$ cat src/rtl/sdfm_filt_pkg.sv
// Shared definitions for the SDFM data-filter sequencer: state encoding,
// filter-structure codes and the per-structure discard count.
package sdfm_filt_pkg;

    typedef enum logic [1:0] {
        ST_IDLE   = 2'b00,
        ST_CLEAR  = 2'b01,
        ST_SETTLE = 2'b10,
        ST_RUN    = 2'b11
    } filt_state_e;

    localparam logic [1:0] SINCFAST = 2'b00;
    localparam logic [1:0] SINC1    = 2'b01;
    localparam logic [1:0] SINC2    = 2'b10;
    localparam logic [1:0] SINC3    = 2'b11;

    // Number of unsettled sinc outputs to throw away after a clear.
    function automatic logic [1:0] discard_n(input logic [1:0] filtst);
        logic [1:0] n;
        case (filtst)
            SINC1:   n = 2'd1;
            SINC2:   n = 2'd2;
            default: n = 2'd3;
        endcase
        return n;
    endfunction

endpackage

$ cat src/rtl/filt_dec_cnt.sv
// 8-bit decimation counter; strobe marks the last cycle of each period.
module filt_dec_cnt (
    input  logic       sd_clk_in,
    input  logic       SYSRSTn,
    input  logic       clr,
    input  logic       run,
    input  logic [7:0] period,
    output logic       strobe
);

    logic [7:0] dcnt_q;
    logic [7:0] dcnt_d;

    always_comb begin
        dcnt_d = dcnt_q;
        if (clr) begin
            dcnt_d = '0;
        end else if (run) begin
            dcnt_d = (dcnt_q == period) ? 8'd0 : dcnt_q + 8'd1;
        end
    end

    always_ff @(posedge sd_clk_in or negedge SYSRSTn) begin
        if (!SYSRSTn) begin
            dcnt_q <= '0;
        end else begin
            dcnt_q <= dcnt_d;
        end
    end

    assign strobe = run && (dcnt_q == period);

endmodule

$ cat src/rtl/filt_seq.sv
// Filter sequencer for one SDFM data-filter channel: decimation strobe,
// integrator/comb clears, settle suppression and valid-sample counting.
module filt_seq
    import sdfm_filt_pkg::*;
#(
    parameter int unsigned CNT_W = 16
) (
    input  logic             sd_clk_in,
    input  logic             SYSRSTn,
    input  logic             reg_filten,
    input  logic [7:0]       reg_filtdec,
    input  logic [1:0]       reg_filtst,
    input  logic             sync_en,
    input  logic             sync_req,
    output logic             dec_strobe,
    output logic             integ_clr,
    output logic             comb_clr,
    output logic             data_valid,
    output logic             settling,
    output logic [1:0]       seq_state,
    output logic [CNT_W-1:0] sample_cnt
);

    filt_state_e      state_q, state_d;
    logic [7:0]       sh_dec_q, sh_dec_d;
    logic [1:0]       sh_st_q, sh_st_d;
    logic [1:0]       scnt_q, scnt_d;
    logic [CNT_W-1:0] sample_cnt_q, sample_cnt_d;

    logic in_clr;
    logic active;
    logic cfg_chg;
    logic settle_done;

    assign in_clr  = (state_q == ST_IDLE) || (state_q == ST_CLEAR);
    assign active  = (state_q == ST_SETTLE) || (state_q == ST_RUN);
    assign cfg_chg = (reg_filtdec != sh_dec_q) || (reg_filtst != sh_st_q);

    filt_dec_cnt u_dec_cnt (
        .sd_clk_in (sd_clk_in),
        .SYSRSTn   (SYSRSTn),
        .clr       (in_clr),
        .run       (active),
        .period    (sh_dec_q),
        .strobe    (dec_strobe)
    );

    assign settle_done = dec_strobe && (scnt_q == discard_n(sh_st_q) - 2'd1);

    always_comb begin
        state_d = state_q;
        if (!reg_filten) begin
            state_d = ST_IDLE;
        end else if (active && (cfg_chg || (sync_en && sync_req))) begin
            state_d = ST_CLEAR;
        end else begin
            case (state_q)
                ST_IDLE:   state_d = ST_CLEAR;
                ST_CLEAR:  state_d = ST_SETTLE;
                ST_SETTLE: if (settle_done) state_d = ST_RUN;
                default:   state_d = state_q;
            endcase
        end
    end

    always_comb begin
        sh_dec_d     = sh_dec_q;
        sh_st_d      = sh_st_q;
        scnt_d       = scnt_q;
        sample_cnt_d = sample_cnt_q;
        if (in_clr) begin
            sh_dec_d = reg_filtdec;
            sh_st_d  = reg_filtst;
        end
        if (state_q == ST_CLEAR) begin
            scnt_d       = '0;
            sample_cnt_d = '0;
        end else begin
            if ((state_q == ST_SETTLE) && dec_strobe) scnt_d = scnt_q + 2'd1;
            if (data_valid) sample_cnt_d = sample_cnt_q + {{(CNT_W-1){1'b0}}, 1'b1};
        end
    end

    always_ff @(posedge sd_clk_in or negedge SYSRSTn) begin
        if (!SYSRSTn) begin
            state_q      <= ST_IDLE;
            sh_dec_q     <= '0;
            sh_st_q      <= '0;
            scnt_q       <= '0;
            sample_cnt_q <= '0;
        end else begin
            state_q      <= state_d;
            sh_dec_q     <= sh_dec_d;
            sh_st_q      <= sh_st_d;
            scnt_q       <= scnt_d;
            sample_cnt_q <= sample_cnt_d;
        end
    end

    // data_valid is gated by the live enable so it drops in the same cycle.
    assign data_valid = dec_strobe && (state_q == ST_RUN) && reg_filten;
    assign integ_clr  = in_clr;
    assign comb_clr   = in_clr;
    assign settling   = (state_q == ST_SETTLE);
    assign seq_state  = state_q;
    assign sample_cnt = sample_cnt_q;

endmodule
$ cat config.mk
export PLATFORM = sky130hd
export DESIGN_NAME = filt_seq
export DESIGN_NICKNAME = d
export VERILOG_FILES = /design/src/rtl/sdfm_filt_pkg.sv /design/src/rtl/filt_dec_cnt.sv /design/src/rtl/filt_seq.sv
export SDC_FILE = /design/constraint.sdc
export NUM_CORES = 1
export LEC_CHECK = 0
export ABC_AREA = 1
export CAP_MARGIN = 5
export CELL_PAD_IN_SITES_DETAIL_PLACEMENT = 0
export CELL_PAD_IN_SITES_GLOBAL_PLACEMENT = 2
export CORE_MARGIN = 5
export CORE_UTILIZATION = 28
export DETAILED_ROUTE_END_ITERATION = 8
export HOLD_SLACK_MARGIN = 0.1
export MAX_ROUTING_LAYER = met4
export PLACE_DENSITY = 0.78
export SLEW_MARGIN = 30
export SYNTH_ARGS = -nofsm -noshare
export SYNTH_HDL_FRONTEND = slang
export SYNTH_SLANG_ARGS = --single-unit
$ cat constraint.sdc
create_clock -name sd_clk_in -period 1.55 [get_ports sd_clk_in]
set_clock_uncertainty 0.15 [all_clocks]
set_input_delay 0.31 -clock sd_clk_in [delete_from_list [all_inputs] [get_ports sd_clk_in]]
set_output_delay 0.31 -clock sd_clk_in [all_outputs]
set_load 0.02 [all_outputs]
== Yosys cells after proc, flatten, opt, wreduce, memory -nomap -nowiden ==
Index checks and enable logic that the tools add are counted.
Word-level totals
  register bits after elaboration: 38
  input bits: 15
  output and inout port bits: 23
  word-level logic and storage cells: 49
Operators by class
  $add $sub $neg: 4
  eq/ne operators: 11
  multiplexer cells: 12
  reduce and logical (&&, ||, !) cells: 16
Operator list (number)
  2-to-1 mux 16 bit: 2
  2-to-1 mux 8 bit: 3
  adder 16 x 1 -> 16 bit (second input constant): 1
  2-to-1 mux 2 bit: 5
  adder 8 x 1 -> 8 bit (second input constant): 1
  == test 8 bit: 1
  != test 8 bit: 1
  logical AND 1 bit: 7
  == test 2 bit (second input constant): 3
  case mux 2 bit (3 select lines): 1
  nonzero test 2 bit: 3
  != test 5 x 1 -> 1 bit (second input constant): 1
  == test 2 x 1 -> 1 bit (second input constant): 2
  logical OR 1 bit: 4
  != test 4 x 2 -> 1 bit (second input constant): 1
  case mux 2 bit (2 select lines): 1
  adder 2 x 1 -> 2 bit (second input constant): 1
  == test 2 bit: 1
  logical NOT 2 bit: 1
  != test 2 bit: 1
  AND reduction 2 bit: 1
  subtractor 2 x 1 -> 2 bit (second input constant): 1

== Logic depth before layout (Yosys ltp) ==
Gate-level depths: netlist (run 1).
  depth in word-level cells: 9
  gate-level depth with buffers: 11
  gate-level depth less buffers: 11

== Modules after synthesis ==
From an unflattened synthesis (run 1), not the netlist that was laid out.
Unflattened totals
  cells, all modules: 316
  area total of the unflattened synthesis: 2359.8 µm²
Modules (own cells, without submodules)
  filt_seq: instances 1, cells an instance 224, area an instance 1734.2 µm², sequential area each 750.7 µm²
  filt_dec_cnt: instances 1, cells an instance 92, area an instance 625.6 µm², sequential area each 200.2 µm²

== Worst setup path after synthesis (run 1) ==
No wires, ideal clock.
  path type: flip-flop to output port
  start: register state_q[1], in the netlist seq_state[1]
  end: output port integ_clr
  arrival time: 1527 ps
  path slack: -437 ps
  cell stages (with the launch flop): 7
  path buffers: 2
  path through: dfrtp_1 > inv_1 > ha_1 > nor2_1 > inv_1 > clkbuf_1 > buf_4
On the way
  cells in the longest elaborated chain, start to end: 2
  elaborated cells between the ends (all ways): 3
  those cells by class: eq/ne (1); reduce/logical (2)
Ends and longest elaborated chain
  from (decl): RTL line filt_seq.sv:24  | filt_state_e state_q, state_d;
  from (signal assigned): RTL line filt_seq.sv:92  | state_q <= state_d;
  == test 2 x 1 -> 1 bit or logical NOT 2 bit (tied branches): RTL line filt_seq.sv:35  | assign in_clr = (state_q == ST_IDLE) || (state_q == ST_CLEAR);
  logical OR 1 bit (*): RTL line filt_seq.sv:35
  to (decl): RTL line filt_seq.sv:16  | output logic integ_clr,
Mark *: on every way between the ends. The rest lies on a longest branch, timed or not.

== Final worst setup path (run 1) ==
  start: register sh_dec_q[3]
  end: output port data_valid
On the way
  cells in the longest elaborated chain, start to end: 4
Ends and longest elaborated chain
  from (decl): RTL line filt_seq.sv:25  | logic [7:0] sh_dec_q, sh_dec_d;
  from (signal assigned): RTL line filt_seq.sv:87  | sh_dec_q <= '0;
  from (signal assigned): RTL line filt_seq.sv:93  | sh_dec_q <= sh_dec_d;
  == test 8 bit: RTL line filt_dec_cnt.sv:31  | assign strobe = run && (dcnt_q == period);
  logical AND 1 bit: RTL line filt_dec_cnt.sv:31
  logical AND 1 bit (2 in series): RTL line filt_seq.sv:101  | assign data_valid = dec_strobe && (state_q == ST_RUN) && reg_filten;
  to (decl): RTL line filt_seq.sv:18  | output logic data_valid,
Every way passes these cells.

==> results.md, run 1 <==
* Portion of the clock cycle consumed by the worst path in the final layout at 1.231
* Total number of vias at 2,482
* Violated checks: setup timing
* Clock transition at the registers of the reported paths at 80 ps
* Share of the synthesized area in the top cell type at 0.3926
* Leading register cell type out of synthesis: dfrtp_1
* Post-Place Cell Area at 3430 µm²
* Number of antenna violations at the first check in global routing at 0
* Avg Synthesized Cell Area at 7.430 µm²
* Detailed placer's ending HPWL at 5.262 mm
* Nature of the critical path endpoint: primary output
* Final hold violations at 0
* Worst slew pin tran at 370.6 ps
* Tmin final at 1909 ps
* Worst hold margin at 311.6 ps
* Largest cells by area after synthesis: dfrtp_1 39%, nand2_1 13%, inv_1 7.1%
* Effective utilization at floorplan at 0.2819
* Critical Path Start Type: register
* Area growth from synthesis to final layout at 61.57%
* Net count of the mapped netlist at 348
* Minimum setup slack in the final design at -358.7 ps
* Highest fanout seen on the critical path at 3
* Total number of H-tree levels at 2
* Sum of routed wire length over all layers at 7.254 mm
* Core region area at 8593 µm²
* Number of global-route vias before repair at 2,437
* Count of buffers inserted at the top-level ports at 37
* RD Place Congestion at 0.8370
* Required time of the critical path at 1090 ps
* Clock tree from TritonCTS: built
* Unrepaired setup endpoints after global routing: true
* Sequential-to-total area share from yosys stat at 0.3926
* Max rail drop VDD at 0.0003898 V
* Post-detailed-route DRC marker count at 0
* Power per Cell Area at 1346 nW/µm²
* Routed wirelength normalized by instance count at 13.17 µm
* Final core utilization at 0.4554
* Yosys warning total at 0
* Count of antenna-violating nets left after detailed routing at 0
* Global Route Usage Sum at 0.1477
* Result of the run: finished with violations
* Number of antenna cells inserted at 0
* Path category of the worst min-delay check: in2async
* Insertion delay of the later-clocked pin in the worst-skew pair at 290 ps
* Reported max-cap violation count at 0
* Max-slew violation count at 0
* Summed area of non-filler cells in the final layout at 3914 µm²
* Setup slack at placement at -558.9 ps
* Final setup viols at 35
* Delay-heaviest family, CP: simple AND/OR/NAND/NOR gates
* DIE HEIGHT at 103.0 µm
* Number of synthesized flops with an enable pin at 0
* GR Overflow Total at 0
* Most common cell after layout, fill and taps aside: nand2_1
* Cell leakage power at 1.875 nW
* Netlist area before placement at 2422 µm²
* Commonest cells after routing, fill and taps aside: 78 x nand2_1, 60 x buf_4, 34 x inv_1
* List of cells traversed by the critical path: xnor2_1 -> nand2_1 -> nor2_4 -> nand2_4 -> nor2_8 -> buf_6
* Worst EP arrival at 1450 ps
* Core Rows at 34
* Horiz. Die Dim at 103.0 µm
* Critical Path Slowest Stage Cell: dfrtp_1
* Achievable frequency at 523.9 MHz
* First-pass GRT wire length at 11.91 mm
* Count of different cell masters after synthesis at 29
* Total power after layout at 5.268 mW
* TritonRoute pass-1 iters at 4
* Largest area contributor in the netlist: dfrtp_1
* Top-level port count at 38
* Violation count after the first detailed-route iteration at 78
* Number of buffers on the longest clock path at 2
* Via count normalized by instance count at 4.505
* Root buf cell: clkbuf_8
* Final Net Count at 464
* Share of cells above drive strength 1 at 0.3612
* Post-synthesis instance total at 326
* Die Footprint at 10,610 µm²
* Pin count of the biggest net entering global routing at 27
* CTS Buf Count at 5
* Number of clock sinks seen by CTS at 38
* Max-Slew Margin vs Limit at 0.7529
* CP bufs+invs at 1
* Share of async-settable or async-resettable flops after synthesis at 1.000
* Crit-path max cell delay at 420 ps
* Synthesized flop and latch total at 38
* Start-to-end type of the worst setup path: reg2out
-- per-stage QoR --
stage | instances | setup TNS, ps
CTS | 545 | -5845
detailed placement | 527 | -7542
finish | 551 | -5455
global placement | 527 | -7114
global route | 551 | -8380
floorplan | 326 | -697.0
-- power breakdown --
part           switching [mW]  total, mW  leakage, nW  internal, mW
Sequential              0.168       1.33        0.499          1.16
Clock                   0.375      0.850       0.0579         0.474
Combinational            1.61       3.09         1.32          1.48
-- cell usage after synthesis, types with 2 or more instances --
master    number
o21ai_0       23
inv_1         46
nor2_1        23
nand3_1       27
dfrtp_1       38
xnor2_1        9
a21oi_1       11
o21ai_1        2
o31ai_1        2
nor4_1         2
inv_2          2
nor2_4         2
ha_1           7
xor2_1        13
nand4_1        9
clkbuf_1       4
nand2_1       84
nor3_1        10
nand2_4        2
-- cell type report --
class / count / area (µm²)
Sequential cell: 38 / 958.4
Clock buffer: 5 / 68.82
Multi-Input combinational cell: 235 / 1514
Inverter: 48 / 193.9
Clock inverter: 3 / 40.04
Tap cell: 108 / 135.1
Fill cell: 864 / 4679
Timing Repair Buffer: 114 / 1003
-- worst reg2reg max path: cells and delay by family, from the launching register on --
kind	cells	cell delay [ps]
compound gates	1	60
xor+xnor	1	160
buf+inv	2	280
flops	1	420
simple gates	6	580
-- routing by layer --
layer	GRT usage	part of all wire
met5	-	0
met4	0.03785	0.0087
met3	0.02639	0.036
met2	0.2304	0.47
met1	0.1984	0.48
-- what timing repair did --
item,4_1_cts,5_1_grt
endpoints found under the setup margin,51,43
resized for setup,91,61
buffers inserted,7,8
pin swaps,14,28
hold endpoints to repair,21,0
gates cloned,2,1
hold buffers,1,0
-- sequential cells by signal, summed over array words and instances (netlist names) --
register,cells
sample_cnt,16
scnt_q,2
seq_state,2
sh_dec_q,8
sh_st_q,2
u_dec_cnt.dcnt_q,8
-- cell families after synthesis --
| logic type | Yosys count | share of synthesized area |
|---|---|---|
| XOR/XNOR | 22 | 0.07955 |
| buffers and inverters | 55 | 0.09039 |
| AND/OR/NAND/NOR | 164 | 0.3146 |
| AO/OA/AOI/OAI | 40 | 0.08678 |
| flip-flops | 38 | 0.3926 |
| adder cells (fa/ha/maj) | 7 | 0.03616 |
-- path summary, 6_finish.rpt --
path | cells after the start | slack (ps) | endpoint | startpoint
max in group asynchronous | 3 | 460 | seq_state[1]$_DFFE_PN0P_ | SYSRSTn
worst min register to register | 2 | 410 | scnt_q[0]$_DFFE_PN0P_ | scnt_q[0]$_DFFE_PN0P_
worst max register to register | 10 | -190 | u_dec_cnt.dcnt_q[6]$_DFFE_PN0P_ | sh_dec_q[3]$_DFFE_PN0N_
worst max-delay path | 6 | -360 | data_valid | sh_dec_q[3]$_DFFE_PN0N_
min in group sd_clk_in | 2 | 410 | scnt_q[0]$_DFFE_PN0P_ | scnt_q[0]$_DFFE_PN0P_
worst min-delay path | 2 | 310 | sh_dec_q[0]$_DFFE_PN0N_ | SYSRSTn
No activity file was read; power rests on OpenSTA's default activity.
==> inputs of run 2 (changes only) <==
HOLD_SLACK_MARGIN = default   (was 0.1)
==> results of run 2 <==
Same layout as run 1: the final DEF is identical, and so are final timing and power.
==> inputs of run 3 (changes only) <==
SLEW_MARGIN = default   (was 30)
==> results of run 3 <==
Same layout as run 1: the final DEF is identical, and so are final timing and power.
